===== src/rtl/dispatch_if.sv =====
// ---------------------------------------------------------------------------
// dispatch_if
// Bundles the decoded-pair handshake and the reservation-station free counts
// that the dispatch controller looks at each cycle.
//
// Signals:
//   in_val    [1:0]       per-slot valid of the decoded pair (slot 0 older)
//   in_class  [1:0][1:0]  per-slot class: 0=ALU 1=MEM 2=BR 3=NONE
//   in_rdy                pair consumed this cycle
//   grant     [1:0]       slot i written into its class station this cycle
//   alu_free  [1:0]       free ALU station entries (0..3)
//   mem_free  [1:0]       free MEM station entries (0..3)
//   br_free   [1:0]       free BR station entries (0..3)
//
// Modports:
//   master  upstream side (drives the pair and free counts)
//   slave   dispatch controller side
// ---------------------------------------------------------------------------
interface dispatch_if;
    logic [1:0]      in_val;
    logic [1:0][1:0] in_class;
    logic            in_rdy;
    logic [1:0]      grant;
    logic [1:0]      alu_free;
    logic [1:0]      mem_free;
    logic [1:0]      br_free;

    modport master (
        output in_val, in_class, alu_free, mem_free, br_free,
        input  in_rdy, grant
    );

    modport slave (
        input  in_val, in_class, alu_free, mem_free, br_free,
        output in_rdy, grant
    );
endinterface


===== src/rtl/dispatch_ctrl.sv =====
// ---------------------------------------------------------------------------
// dispatch_ctrl
// Two-wide in-order dispatch controller. Each cycle it decides which slots
// of the decoded pair can be written into their class reservation station.
// Slot 1 may only go once slot 0 has gone (or needs no entry); if slot 0
// goes alone the controller remembers that in the HALF state so the pair is
// not dispatched twice while upstream holds it stable.
//
// Parameters:
//   PIPE_WIDTH  dispatch slots per cycle (only 2 is supported)
//   CNT_BITS    width of the saturating stall counter
//
// Ports:
//   clk        single clock, rising edge
//   rst        synchronous active-high reset
//   flush      synchronous pipeline flush
//   bus        dispatch_if.slave (pair handshake, grants, free counts)
//   stall_cnt  cycles in which a valid pair was not fully consumed
// ---------------------------------------------------------------------------
module dispatch_ctrl #(
    parameter int PIPE_WIDTH = 2,
    parameter int CNT_BITS   = 16
) (
    input  logic                clk,
    input  logic                rst,
    input  logic                flush,
    dispatch_if.slave           bus,
    output logic [CNT_BITS-1:0] stall_cnt
);

    // PAIR: nothing of the current pair dispatched yet.
    // HALF: slot 0 already went, only slot 1 is outstanding.
    localparam logic [0:0] ST_PAIR = 1'b0;
    localparam logic [0:0] ST_HALF = 1'b1;

    localparam logic [1:0] CLS_ALU  = 2'd0;
    localparam logic [1:0] CLS_MEM  = 2'd1;
    localparam logic [1:0] CLS_BR   = 2'd2;
    localparam logic [1:0] CLS_NONE = 2'd3;

    logic [0:0]            r_state;
    logic [0:0]            w_nextState;
    logic [CNT_BITS-1:0]   r_stallCnt;

    logic [1:0]            w_cls0;
    logic [1:0]            w_cls1;
    logic [1:0]            w_free0;
    logic [1:0]            w_free1;
    logic [1:0]            w_need1;
    logic                  w_req0;
    logic                  w_req1;
    logic                  w_done0;
    logic                  w_done1;
    logic                  w_g0;
    logic                  w_g1;
    logic                  w_ok0;
    logic                  w_ok1;
    logic                  w_inRdy;
    logic [PIPE_WIDTH-1:0] w_grant;

    // Free count of the station a given class targets; NONE targets nothing.
    function automatic logic [1:0] freeFor(
        input logic [1:0] cls,
        input logic [1:0] aluFree,
        input logic [1:0] memFree,
        input logic [1:0] brFree
    );
        logic [1:0] res;
        res = 2'd0;
        case (cls)
            CLS_ALU: res = aluFree;
            CLS_MEM: res = memFree;
            CLS_BR:  res = brFree;
            default: res = 2'd0;
        endcase
        return res;
    endfunction

    // Per-slot decode: a slot needs an entry when valid and not NONE; it is
    // done (consumes nothing) when invalid or a valid NONE.
    always_comb begin
        w_cls0  = bus.in_class[0];
        w_cls1  = bus.in_class[1];
        w_free0 = freeFor(w_cls0, bus.alu_free, bus.mem_free, bus.br_free);
        w_free1 = freeFor(w_cls1, bus.alu_free, bus.mem_free, bus.br_free);
        w_req0  = bus.in_val[0] && (w_cls0 != CLS_NONE);
        w_req1  = bus.in_val[1] && (w_cls1 != CLS_NONE);
        w_done0 = !bus.in_val[0] || (w_cls0 == CLS_NONE);
        w_done1 = !bus.in_val[1] || (w_cls1 == CLS_NONE);
    end

    // Grant / ready decision. Slot 1 only becomes eligible once slot 0 is
    // granted or done, which keeps dispatch in order. When both slots target
    // the same station in one cycle slot 1 needs a second free entry; with
    // only two slots a free count of 3 still yields at most two grants.
    // Flush and reset override everything and force the controller to PAIR.
    always_comb begin
        w_g0        = 1'b0;
        w_g1        = 1'b0;
        w_ok0       = 1'b0;
        w_ok1       = 1'b0;
        w_need1     = 2'd1;
        w_inRdy     = 1'b0;
        w_nextState = r_state;

        case (r_state)
            ST_PAIR: begin
                w_g0    = w_req0 && (w_free0 != 2'd0);
                w_ok0   = w_g0 || w_done0;
                w_need1 = (w_g0 && (w_cls1 == w_cls0)) ? 2'd2 : 2'd1;
                w_g1    = w_ok0 && w_req1 && (w_free1 >= w_need1);
                w_ok1   = w_ok0 && (w_g1 || w_done1);
                if (w_ok0 && w_ok1) begin
                    w_inRdy     = 1'b1;
                    w_nextState = ST_PAIR;
                end else if (w_ok0) begin
                    w_inRdy     = 1'b0;
                    w_nextState = ST_HALF;
                end else begin
                    w_inRdy     = 1'b0;
                    w_nextState = ST_PAIR;
                end
            end
            default: begin
                w_g1    = w_req1 && (w_free1 != 2'd0);
                w_ok1   = w_g1 || w_done1;
                w_inRdy = w_ok1;
                w_nextState = w_ok1 ? ST_PAIR : ST_HALF;
            end
        endcase

        if (flush) begin
            w_g0        = 1'b0;
            w_g1        = 1'b0;
            w_inRdy     = 1'b1;
            w_nextState = ST_PAIR;
        end

        if (rst) begin
            w_g0        = 1'b0;
            w_g1        = 1'b0;
            w_inRdy     = 1'b0;
            w_nextState = ST_PAIR;
        end
    end

    assign w_grant    = {w_g1, w_g0};
    assign bus.grant  = w_grant;
    assign bus.in_rdy = w_inRdy;
    assign stall_cnt  = r_stallCnt;

    // State register. Reset drops any HALF progress so the held pair is
    // re-evaluated from slot 0 afterwards.
    always_ff @(posedge clk) begin
        if (rst) begin
            r_state <= ST_PAIR;
        end else begin
            r_state <= w_nextState;
        end
    end

    // Stall counter: counts cycles with a valid pair that was not fully
    // consumed, ignoring flush cycles, and sticks at all-ones.
    always_ff @(posedge clk) begin
        if (rst) begin
            r_stallCnt <= '0;
        end else if ((|bus.in_val) && !w_inRdy && !flush) begin
            if (r_stallCnt != {CNT_BITS{1'b1}}) begin
                r_stallCnt <= r_stallCnt + {{(CNT_BITS-1){1'b0}}, 1'b1};
            end
        end
    end

endmodule


===== src/flat_wrapper.sv =====
// flat-port wrapper written by rule: the top's interface ports become plain ports
module dispatch_ctrl_flat 
#(
    parameter int PIPE_WIDTH = 2,
    parameter int CNT_BITS   = 16
)
  (clk, rst, flush, stall_cnt, bus_in_val, bus_in_class, bus_alu_free, bus_mem_free, bus_br_free, bus_in_rdy, bus_grant);
  dispatch_if bus_i ();
  input  logic clk;
  input  logic rst;
  input  logic flush;
  output logic [CNT_BITS-1:0] stall_cnt;
  input wire logic [$bits(bus_i.in_val)-1:0] bus_in_val;
  input wire logic [$bits(bus_i.in_class)-1:0] bus_in_class;
  input wire logic [$bits(bus_i.alu_free)-1:0] bus_alu_free;
  input wire logic [$bits(bus_i.mem_free)-1:0] bus_mem_free;
  input wire logic [$bits(bus_i.br_free)-1:0] bus_br_free;
  output wire logic [$bits(bus_i.in_rdy)-1:0] bus_in_rdy;
  output wire logic [$bits(bus_i.grant)-1:0] bus_grant;
  assign bus_i.in_val = bus_in_val;
  assign bus_i.in_class = bus_in_class;
  assign bus_i.alu_free = bus_alu_free;
  assign bus_i.mem_free = bus_mem_free;
  assign bus_i.br_free = bus_br_free;
  assign bus_in_rdy = bus_i.in_rdy;
  assign bus_grant = bus_i.grant;
  dispatch_ctrl #(.PIPE_WIDTH(PIPE_WIDTH), .CNT_BITS(CNT_BITS)) u_core (.clk(clk), .rst(rst), .flush(flush), .bus(bus_i), .stall_cnt(stall_cnt));
endmodule

===== config.mk =====
export PLATFORM = sky130hd
export DESIGN_NAME = dispatch_ctrl_flat
export DESIGN_NICKNAME = d
export VERILOG_FILES = /design/src/rtl/dispatch_if.sv /design/src/rtl/dispatch_ctrl.sv /design/src/flat_wrapper.sv
export SDC_FILE = /design/constraint.sdc
export NUM_CORES = 1
export LEC_CHECK = 0
export ABC_AREA = 1
export CAP_MARGIN = 0
export CORE_MARGIN = 2
export CORE_UTILIZATION = 47
export DETAILED_ROUTE_END_ITERATION = 6
export PLACE_DENSITY = 0.77
export SYNTH_ARGS = -nofsm -noshare
export SYNTH_HDL_FRONTEND = slang
export SYNTH_SLANG_ARGS = --single-unit

===== constraint.sdc =====
create_clock -name clk -period 3.15 [get_ports clk]
set_clock_uncertainty 0.15 [all_clocks]
set_input_delay 0.315 -clock clk [delete_from_list [all_inputs] [get_ports clk]]
set_output_delay 0.315 -clock clk [all_outputs]
set_load 0.02 [all_outputs]

# Word-level counts from Yosys, hierarchy flattened
# Cells that the tools add are included.
classes:
  eq_ne: 10
  n_mux: 17
  n_addsub: 1
  n_lt_le_gt_ge: 1
  n_reduce_logical: 27
op_table:
  columns: ["operator", "n"]
  rows:
  - ["$add A16 B1 Y16 const B", 1]
  - ["$ne A16 B16 Y1 const B", 1]
  - ["$mux W1", 14]
  - ["$pmux W2 S3", 2]
  - ["$logic_and A1 B1 Y1", 11]
  - ["$eq A2 B2 Y1 const B", 4]
  - ["$logic_or A1 B1 Y1", 5]
  - ["$eq A2 B1 Y1 const B", 2]
  - ["$logic_not A1 Y1", 4]
  - ["$logic_not A2 Y1", 2]
  - ["$ne A2 B2 Y1 const B", 2]
  - ["$reduce_bool A2 Y1", 2]
  - ["$reduce_or A2 Y1", 2]
  - ["$eq A2 B2 Y1", 1]
  - ["$ge A2 B2 Y1", 1]
  - ["$mux W2", 1]
  - ["$reduce_and A2 Y1", 1]
word_totals:
  inputBits: 15
  register_bits: 17
  word_cells: 58

# Logic depth before layout (Yosys ltp)
# Gate-level depths: netlist of the first run.
logic_depth:
  ltp_word: 19
  ltp_mapped: 21
  mapped_depth_nobuf: 21

# Least setup slack after synthesis of the first run
# No wires, ideal clock.
synth_path:
  path_kind: "input to output"
  start: "in bus_in_class[1]"
  end: "out bus_in_rdy"
  arrival_time_ns: 2.060
  path_stages: 18
  n_path_buf: 1
  required_ns: 2.685
  slack_ns: 0.625
  path_cell_list: "nor2_1 > nand2_1 > nand3_1 > o21ai_0 > nor3_1 > nand3_1 > ha_1 > o21ai_0 > nand2_1 > nand2_1 > inv_1 > nand2_2 > nand2_2 > nand2_2 > nand2_2 > nand2_4 > buf_8 > inv_1"
synth_between:
  elab_chain_len: 15
synth_rtl:
  columns: ["element", "line", "source"]
  rows:
  - ["start, declared", "flat_wrapper.sv:14", "input wire logic [$bits(bus_i.in_class)-1:0] bus_in_class;"]
  - ["$eq A2 B2 Y1, or another cell as far along", "dispatch_ctrl.sv:70", "case (cls)"]
  - ["$pmux W2 S3", "dispatch_ctrl.sv:70", null]
  - ["$reduce_bool A2 Y1", "dispatch_ctrl.sv:108", "w_g0 = w_req0 && (w_free0 != 2'd0);"]
  - ["$logic_and A1 B1 Y1", "dispatch_ctrl.sv:108", null]
  - ["$logic_and A1 B1 Y1", "dispatch_ctrl.sv:110", "w_need1 = (w_g0 && (w_cls1 == w_cls0)) ? 2'd2 : 2'd1;"]
  - ["$mux W2", "dispatch_ctrl.sv:110", null]
  - ["$ge A2 B2 Y1", "dispatch_ctrl.sv:111", "w_g1 = w_ok0 && w_req1 && (w_free1 >= w_need1);"]
  - ["$logic_and A1 B1 Y1", "dispatch_ctrl.sv:111", null]
  - ["$logic_or A1 B1 Y1", "dispatch_ctrl.sv:112", "w_ok1 = w_ok0 && (w_g1 || w_done1);"]
  - ["$logic_and A1 B1 Y1", "dispatch_ctrl.sv:112", null]
  - ["$logic_and A1 B1 Y1 (*)", "dispatch_ctrl.sv:113", "if (w_ok0 && w_ok1) begin"]
  - ["$mux W1 (*)", "dispatch_ctrl.sv:113", null]
  - ["$mux W1 (*)", "dispatch_ctrl.sv:106", "case (r_state)"]
  - ["$mux W1 (*)", "dispatch_ctrl.sv:132", "if (flush) begin"]
  - ["$mux W1 (*)", "dispatch_ctrl.sv:139", "if (rst) begin"]
  - ["end, declared", "flat_wrapper.sv:18", "output wire logic [$bits(bus_i.in_rdy)-1:0] bus_in_rdy;"]
# Every way passes the cells marked *; elsewhere a longest branch is shown, timed or not.

# Worst setup path after layout of the first run
layout_path:
  start: "in bus_mem_free[0]"
  end: "out bus_in_rdy"
layout_between:
  elab_chain_len: 14
layout_rtl:
  columns: ["element", "line", "source"]
  rows:
  - ["start, declared", "flat_wrapper.sv:16", "input wire logic [$bits(bus_i.mem_free)-1:0] bus_mem_free;"]
  - ["$pmux W2 S3", "dispatch_ctrl.sv:70", null]
  - ["$reduce_bool A2 Y1", "dispatch_ctrl.sv:108", null]
  - ["$logic_and A1 B1 Y1", "dispatch_ctrl.sv:108", null]
  - ["$logic_and A1 B1 Y1", "dispatch_ctrl.sv:110", null]
  - ["$mux W2", "dispatch_ctrl.sv:110", null]
  - ["$ge A2 B2 Y1", "dispatch_ctrl.sv:111", null]
  - ["$logic_and A1 B1 Y1", "dispatch_ctrl.sv:111", null]
  - ["$logic_or A1 B1 Y1", "dispatch_ctrl.sv:112", null]
  - ["$logic_and A1 B1 Y1", "dispatch_ctrl.sv:112", null]
  - ["$logic_and A1 B1 Y1", "dispatch_ctrl.sv:113", null]
  - ["$mux W1", "dispatch_ctrl.sv:113", null]
  - ["$mux W1 (*)", "dispatch_ctrl.sv:106", null]
  - ["$mux W1 (*)", "dispatch_ctrl.sv:132", null]
  - ["$mux W1 (*)", "dispatch_ctrl.sv:139", null]
# Marked as above.

==> results.py, run 1 <==
metrics = {
    "status": {
        "status": "complete, no violations",
    },
    "route": {
        "viasPerCell": 5.15,
        "post-route-drc-count": 0,
        "totalWireLength_mm": 3.40,
        "dr_total_vias": 1436,
        "ant_nets": 0,
        "drt_first_pass_iters": 4,
        "wl_per_cell_um": 12.2,
        "drt-initial-drc-count": 46,
    },
    "timing": {
        "finalHoldViolCount": 0,
        "min_period_ns": 2.93,
        "worst-slew-pin-transition_ns": 0.763,
        "drv_slew": 0,
        "setup_slack_ns": 0.216,
        "post-route-period-util": 0.931,
        "slew_headroom": 0.491,
        "finalSetupViolCount": 0,
        "rsz0062_at_grt": "true",
        "max_freq_mhz": 341,
    },
    "global_routing": {
        "groute.usage.overall": 0.218,
        "grt_overflow": 0,
        "antenna_found_initial": 0,
        "grt_pass1_vias": 1311,
        "grt_pass1_wl_mm": 5.77,
        "grt_start_max_net_pins": 19,
    },
    "logic_synthesis": {
        "synth.yosys.seq_area_share": 0.258,
        "yosys.cell_types.count": 28,
        "yosys_register_bits": 17,
        "synth.area.top_cells": "dfxtp_1, nand2_1, nand3_1",
        "synth_top_area_frac": 0.258,
        "synth_nets": 219,
        "synth_area_sq_mm": 0.00132,
        "synth_area_per_cell_sq_um": 6.57,
        "synth.largest_area_cell": "dfxtp_1",
        "synthCells": 201,
        "ys_warn_count": 0,
    },
    "worst_setup_path": {
        "cp.arrival_ns": 2.47,
        "crit_top_cell": "nand2_2",
        "rr_worst_depth": 14,
        "crit_path_max_incr_delay_ns": 0.48,
        "cp_max_fo": 2,
        "cp-startpoint": "bus_mem_free[0]",
        "crit_type": "input port to output port",
        "crit_required_ns": 2.68,
        "r2r_slack_ns": 0.89,
        "cpMaxStageDelayCell": "clkdlybuf4s50_1",
        "endpoint_kind": "output port",
        "path_cells": "clkdlybuf4s50_1 > nand3_1 > nand3_2 > o21ai_1 > nor3_1 > nand3_1 > ha_1 > o21ai_1 > nand2_1 > nand2_1 > inv_1 > nand2_2 > nand2_2 > nand2_2 > nand2_2 > nand2_4 > inv_1 > clkbuf_2",
        "worstSetupStartpointType": "input port",
        "r2r-end": "u_core.stall_cnt[9]",
        "reg2reg_from": "u_core.stall_cnt[1]",
    },
    "final_layout": {
        "instances_no_fill": 279,
        "drive_gt1_frac": 0.177,
        "nets": 267,
        "syn_to_final_growth_pct": 37.4,
        "final_common_cell": "nand2_1",
        "mostFrequentLayoutCells": "nand2_1, clkdlybuf4s50_1, inv_1",
        "utilization": 0.669,
        "antennaDiodeCount": 0,
    },
    "clock_tree": {
        "htreeDepth": 1,
        "cts_tree": "done",
        "insertion_delay_ns": 0.29,
        "cts_setup_buffers": 0,
        "clk_path_buf_depth": 2,
        "cts_made_buffers": 3,
        "path_clk_slew_ns": 0.11,
        "cts_root_buffer": "clkbuf_4",
        "clkSinkCount": 17,
        "cts_hold_buf": 0,
    },
    "floorplan": {
        "io-pin-count": 34,
        "core-area_sq_mm": 0.00271,
        "die_w_um": 57.0,
        "start_util": 0.487,
        "rows": 19,
        "fp.dieArea_sq_mm": 0.00325,
        "die_h_um": 57.0,
    },
    "place": {
        "portBuffers": 33,
        "dpl.hpwl_mm": 2.54,
        "gp_congestion": 0.834,
        "dp_cells": 274,
        "place_ws_ns": -0.381,
    },
    "power": {
        "leakage_uw": 0.000764,
        "irDropWorstVdd_mv": 0.205,
        "powerDensity_mw_per_mm2": 259,
    },
    "hold_path": {
        "hold_class": "register to register",
        "min_to": "u_core.stall_cnt[15]",
        "hold_path_depth": 2,
        "worstHoldStart": "u_core.stall_cnt[15]",
    },
    "flow_run": {
        "drv_cap": 0,
    },
}
-- power by group --
part           switching [uW]  leakage (uW)  internal, uW  total, uW
registers                2.76      0.000137           217        220
clock network            73.7     0.0000177          47.2        121
logic                    71.1      0.000609          58.1        129
total                     148      0.000764           322        470
-- worst max path at each step --
stage / slack [ns] / end
2_1_floorplan: 0.63 / bus_in_rdy
3_3_place_gp: -0.32 / bus_grant[1]
3_5_place_dp: -0.38 / bus_grant[1]
4_1_cts: 0.04 / bus_in_rdy
5_1_grt: -0.01 / bus_in_rdy
6_report: 0.22 / bus_in_rdy
-- sequential cells by signal, indices dropped and copies added (netlist names) --
name,flops
u_core.stall_cnt,16
u_core.r_state,1
-- cell families (layout without fill, tap and decap cells) --
| family | count (synthesis) | count (layout) | share of synthesized area |
|---|---|---|---|
| AND/OR/NAND/NOR | 115 | 116 | 0.435 |
| buffers and inverters | 34 | 80 | 0.118 |
| AO/OA/AOI/OAI | 21 | 21 | 0.0872 |
| flip-flops | 17 | 17 | 0.258 |
| XOR/XNOR | 11 | 11 | 0.0730 |
| adder cells (fa/ha/maj) | 3 | 3 | 0.0284 |
-- cells in the mapped netlist, drive strengths merged --
cell and n:
nand3 24, clkbuf 1, ha 3, nand4 15
buf 6, a21oi 18, o31ai 1, dfxtp 17
o21ai 2, nor3b 1, nor2 18, inv 27
xor2 7, xnor2 4, nand2 46, nor3 9
nor4 2
-- per-layer routing --
metal | vias up | GRT usage | wire length, um
met1 | 621 | 0.318 | 1720
met2 | 38 | 0.335 | 1530
met3 | 6 | 0.0295 | 102
met4 | 0 | 0.0664 | 40
li1 | 771 | - | -
met5 | - | 0 | 0
-- cell type report --
class                           count  area, sq um
Fill cell                         245          896
Multi-Input combinational cell    151          860
Timing Repair Buffer               49          447
Sequential cell                    17          340
Inverter                           27          101
Tap cell                           31         38.8
Clock buffer                        3         22.5
Clock inverter                      1         5.00
-- critical path: cells and delay by family --
family	cells	cell delay (ns)
compound gates	2	0.21
fa+ha+maj	1	0.28
simple gates	11	0.96
buf+inv	4	0.71
-- what timing repair did --
action / in CTS / in global routing
gates resized for setup: 6 / 13
hold endpoints to repair: 0 / 0
pin swaps: 1 / 4
endpoints found under the setup margin: 2 / 15
cloned: 0 / 1
-- through the flow --
step	hold WS (ns)	setup TNS, ns	area, sq um	power, uW
6_report	0.337	0	1810	470
5_1_grt	0.356	-0.0141	1810	499
4_1_cts	0.338	0	1780	470
3_5_place_dp	0.321	-3.57	1750	349
3_3_place_gp	0.325	-2.71	1750	347
2_1_floorplan	0.234	0	1320	293
(Power assumes the default switching activity.)
==> run 2, diff against run 1 <==
--- a/config.mk
+++ b/config.mk
@@ -5,12 +5,12 @@
 export SDC_FILE = /design/constraint.sdc
 export NUM_CORES = 1
 export LEC_CHECK = 0
-export ABC_AREA = 1
 export CAP_MARGIN = 0
 export CORE_MARGIN = 2
 export CORE_UTILIZATION = 47
+export CTS_BUF_LIST = sky130_fd_sc_hd__clkbuf_4 sky130_fd_sc_hd__clkbuf_8 sky130_fd_sc_hd__clkbuf_16
 export DETAILED_ROUTE_END_ITERATION = 6
-export PLACE_DENSITY = 0.77
+export PLACE_DENSITY = 0.79
 export SYNTH_ARGS = -nofsm -noshare
 export SYNTH_HDL_FRONTEND = slang
 export SYNTH_SLANG_ARGS = --single-unit
==> run 2 against run 1 <==
Against the previous run:
- the run now ends with setup timing left
- fmax decreased by 8.2%
- via count decreased by 7.4%
- wire length increased by 6.1%
- sequential power about the same
- count of clock-buffer cells in the layout unchanged
- die area decreased by 11%
- clock power about the same
- synthesized area decreased by 12%
- non-clock buffer count increased by 13
- critical path type unchanged
- largest cell class unchanged
- highest routed layer unchanged
==> results.py, run 2 <==
metrics = {
    "floorplan": {
        "start_util": 0.482,
        "die_h_um": 53.7,
        "die_w_um": 53.7,
        "io-pin-count": 34,
        "core-area_sq_mm": 0.00241,
        "fp.dieArea_sq_mm": 0.00288,
        "rows": 18,
    },
    "clock_tree": {
        "cts_hold_buf": 0,
        "path_clk_slew_ns": 0.11,
        "insertion_delay_ns": 0.31,
        "cts_tree": "done",
        "cts_made_buffers": 3,
        "clkSinkCount": 17,
        "cts_root_buffer": "clkbuf_4",
        "htreeDepth": 1,
        "clk_path_buf_depth": 2,
    },
    "timing": {
        "finalSetupViolCount": 1,
        "max_freq_mhz": 313,
        "min_period_ns": 3.20,
        "worst-slew-pin-transition_ns": 0.584,
        "finalHoldViolCount": 0,
        "post-route-period-util": 1.01,
        "drv_slew": 0,
        "setup_slack_ns": -0.0469,
        "slew_headroom": 0.608,
        "tns_ns": -0.0469,
    },
    "route": {
        "wl_per_cell_um": 15.2,
        "drt-initial-drc-count": 28,
        "ant_nets": 0,
        "drt_first_pass_iters": 4,
        "post-route-drc-count": 0,
        "totalWireLength_mm": 3.60,
        "dr_total_vias": 1330,
        "viasPerCell": 5.61,
    },
    "global_routing": {
        "grt_overflow": 0,
        "groute.usage.overall": 0.248,
        "grt_pass1_vias": 1164,
        "grt_start_max_net_pins": 14,
        "grt_pass1_wl_mm": 5.24,
        "antenna_found_initial": 0,
    },
    "final_layout": {
        "syn_to_final_growth_pct": 58.6,
        "nets": 226,
        "fin_area_sq_mm": 0.00184,
        "largest_reg_flops": 16,
        "seq_area_sq_um": 340,
        "antennaDiodeCount": 0,
        "mostFrequentLayoutCells": "buf_4, clkdlybuf4s50_1, nor2_1",
        "final_common_cell": "buf_4",
        "fillers": 160,
        "multi_input_area_sq_um": 861,
        "drive_gt1_frac": 0.266,
    },
    "worst_setup_path": {
        "crit_required_ns": 2.68,
        "crit_end": "bus_in_rdy",
        "reg2reg_from": "u_core.stall_cnt[0]",
        "endpoint_kind": "output port",
        "crit_type": "input port to output port",
        "r2r_slack_ns": 0.78,
        "r2r-end": "u_core.stall_cnt[14]",
        "cp_max_fo": 4,
        "cp.arrival_ns": 2.73,
        "worstSetupStartpointType": "input port",
        "cp-startpoint": "bus_in_class[1]",
        "rr_worst_depth": 8,
    },
    "status": {
        "status": "finished, violations left",
        "violations": "setup timing",
    },
    "logic_synthesis": {
        "synth_compound_area_frac": 0.233,
        "synthCells": 146,
        "yosys.cell_types.count": 36,
        "synth_common_cells": "nor2_1, dfxtp_1, a21oi_1, nand2_1",
        "synth.area.top_cells": "dfxtp_1, nor2_1, xor2_1",
        "muxShareOfSynthArea": 0.0550,
        "synth_area_sq_mm": 0.00116,
        "synth-edff-count": 0,
        "synth_simple_gate_area_frac": 0.292,
        "synth_fa_ha_area_frac": 0.0323,
        "ys_warn_count": 0,
        "synth_xor_area_frac": 0.0528,
        "synth_nets": 164,
        "synth_top_area_frac": 0.293,
        "synth_top_family_by_area": "simple AND/OR/NAND/NOR gates",
        "postSynth.asyncResetShare": 0,
        "synth_area_per_cell_sq_um": 7.95,
        "synth_most_common_cell": "nor2_1",
        "synth.largest_area_cell": "dfxtp_1",
        "synth.yosys.seq_area_share": 0.293,
        "yosys_register_bits": 17,
        "synthFlopType": "dfxtp_1",
    },
    "place": {
        "gp_congestion": 0.915,
        "dpl.hpwl_mm": 2.52,
        "placement.cell_area_sq_mm": 0.00167,
        "portBuffers": 33,
    },
    "power": {
        "leakage_uw": 0.000742,
        "powerDensity_mw_per_mm2": 272,
        "irDropWorstVdd_mv": 0.323,
    },
    "flow_run": {
        "drv_cap": 0,
    },
    "hold_path": {
        "hold_class": "register to register",
    },
}
==> run 2: worst max-delay path, stage by stage <==
cell and delay, ns:
dlygate4sd2_1 0.29, buf_4 0.16, nor3b_2 0.17, o21ai_1 0.10, or3_4 0.43, ha_4 0.29, nor2b_4 0.04, o211ai_1 0.25
o21ai_1 0.14, a21oi_2 0.19, nor2_1 0.08, nor2_1 0.12, buf_4 0.16
==> run 2: worst min-delay path by stage <==
stage,start,endpoint,slack (ns),depth (start not counted)
3_3_place_gp,u_core.stall_cnt[11],u_core.stall_cnt[11],0.33,2
3_5_place_dp,u_core.stall_cnt[8],u_core.stall_cnt[8],0.35,2
5_1_grt,u_core.stall_cnt[14],u_core.stall_cnt[14],0.40,2
4_1_cts,u_core.stall_cnt[8],u_core.stall_cnt[8],0.37,2
2_1_floorplan,flush,u_core.r_state,0.24,1
6_report,u_core.stall_cnt[8],u_core.stall_cnt[8],0.37,2
==> run 2: through the flow <==
| stage | power [uW] | instances | hold WS [ns] | setup slack (ns) | util |
|---|---|---|---|---|---|
| final | 501 | 237 | 0.370 | -0.0469 | 0.764 |
| after global routing | 527 | 237 | 0.400 | -0.114 | 0.764 |
| after CTS | 481 | 235 | 0.369 | 0.00259 | 0.720 |
| after detailed placement | 355 | 227 | 0.351 | -0.644 | 0.694 |
| after global placement | 351 | 227 | 0.327 | -0.546 | 0.694 |
| after floorplan | 284 | 146 | 0.242 | 0.314 | - |
==> run 2: final cells by class <==
cell class | count | area share
well taps | 30 | 0.0204
clock inverters | 1 | 0.00272
multi-input cells | 119 | 0.467
flip-flops and latches | 17 | 0.185
inverters | 5 | 0.0102
clock buffers | 3 | 0.0122
repair buffers | 62 | 0.302
==> run 2: cells by family after synthesis <==
group	after synthesis
XOR/XNOR	7
flip-flops	17
multiplexers	6
AO/OA/AOI/OAI	37
AND/OR/NAND/NOR	66
adder cells (fa/ha/maj)	3
buffers and inverters	10
==> run 2: report_power, final <==
| group | total (uW) | internal (uW) | switching, uW |
|---|---|---|---|
| logic | 159 | 81.4 | 77.4 |
| clock network | 120 | 47.4 | 72.9 |
| registers | 221 | 217 | 3.95 |
==> run 2: timing repair <==
item                       in CTS  in global routing
cloned                          0                  0
buffers inserted                4                  2
gates resized for setup        17                 19
setup endpoints to repair      16                 17
pin swaps                       6                  8
==> run 2: layer usage <==
metal	GRT usage	share of wire
met3	0.0500	0.032
met1	0.323	0.44
met2	0.421	0.51
met4	0.0513	0.021
met5	0	0
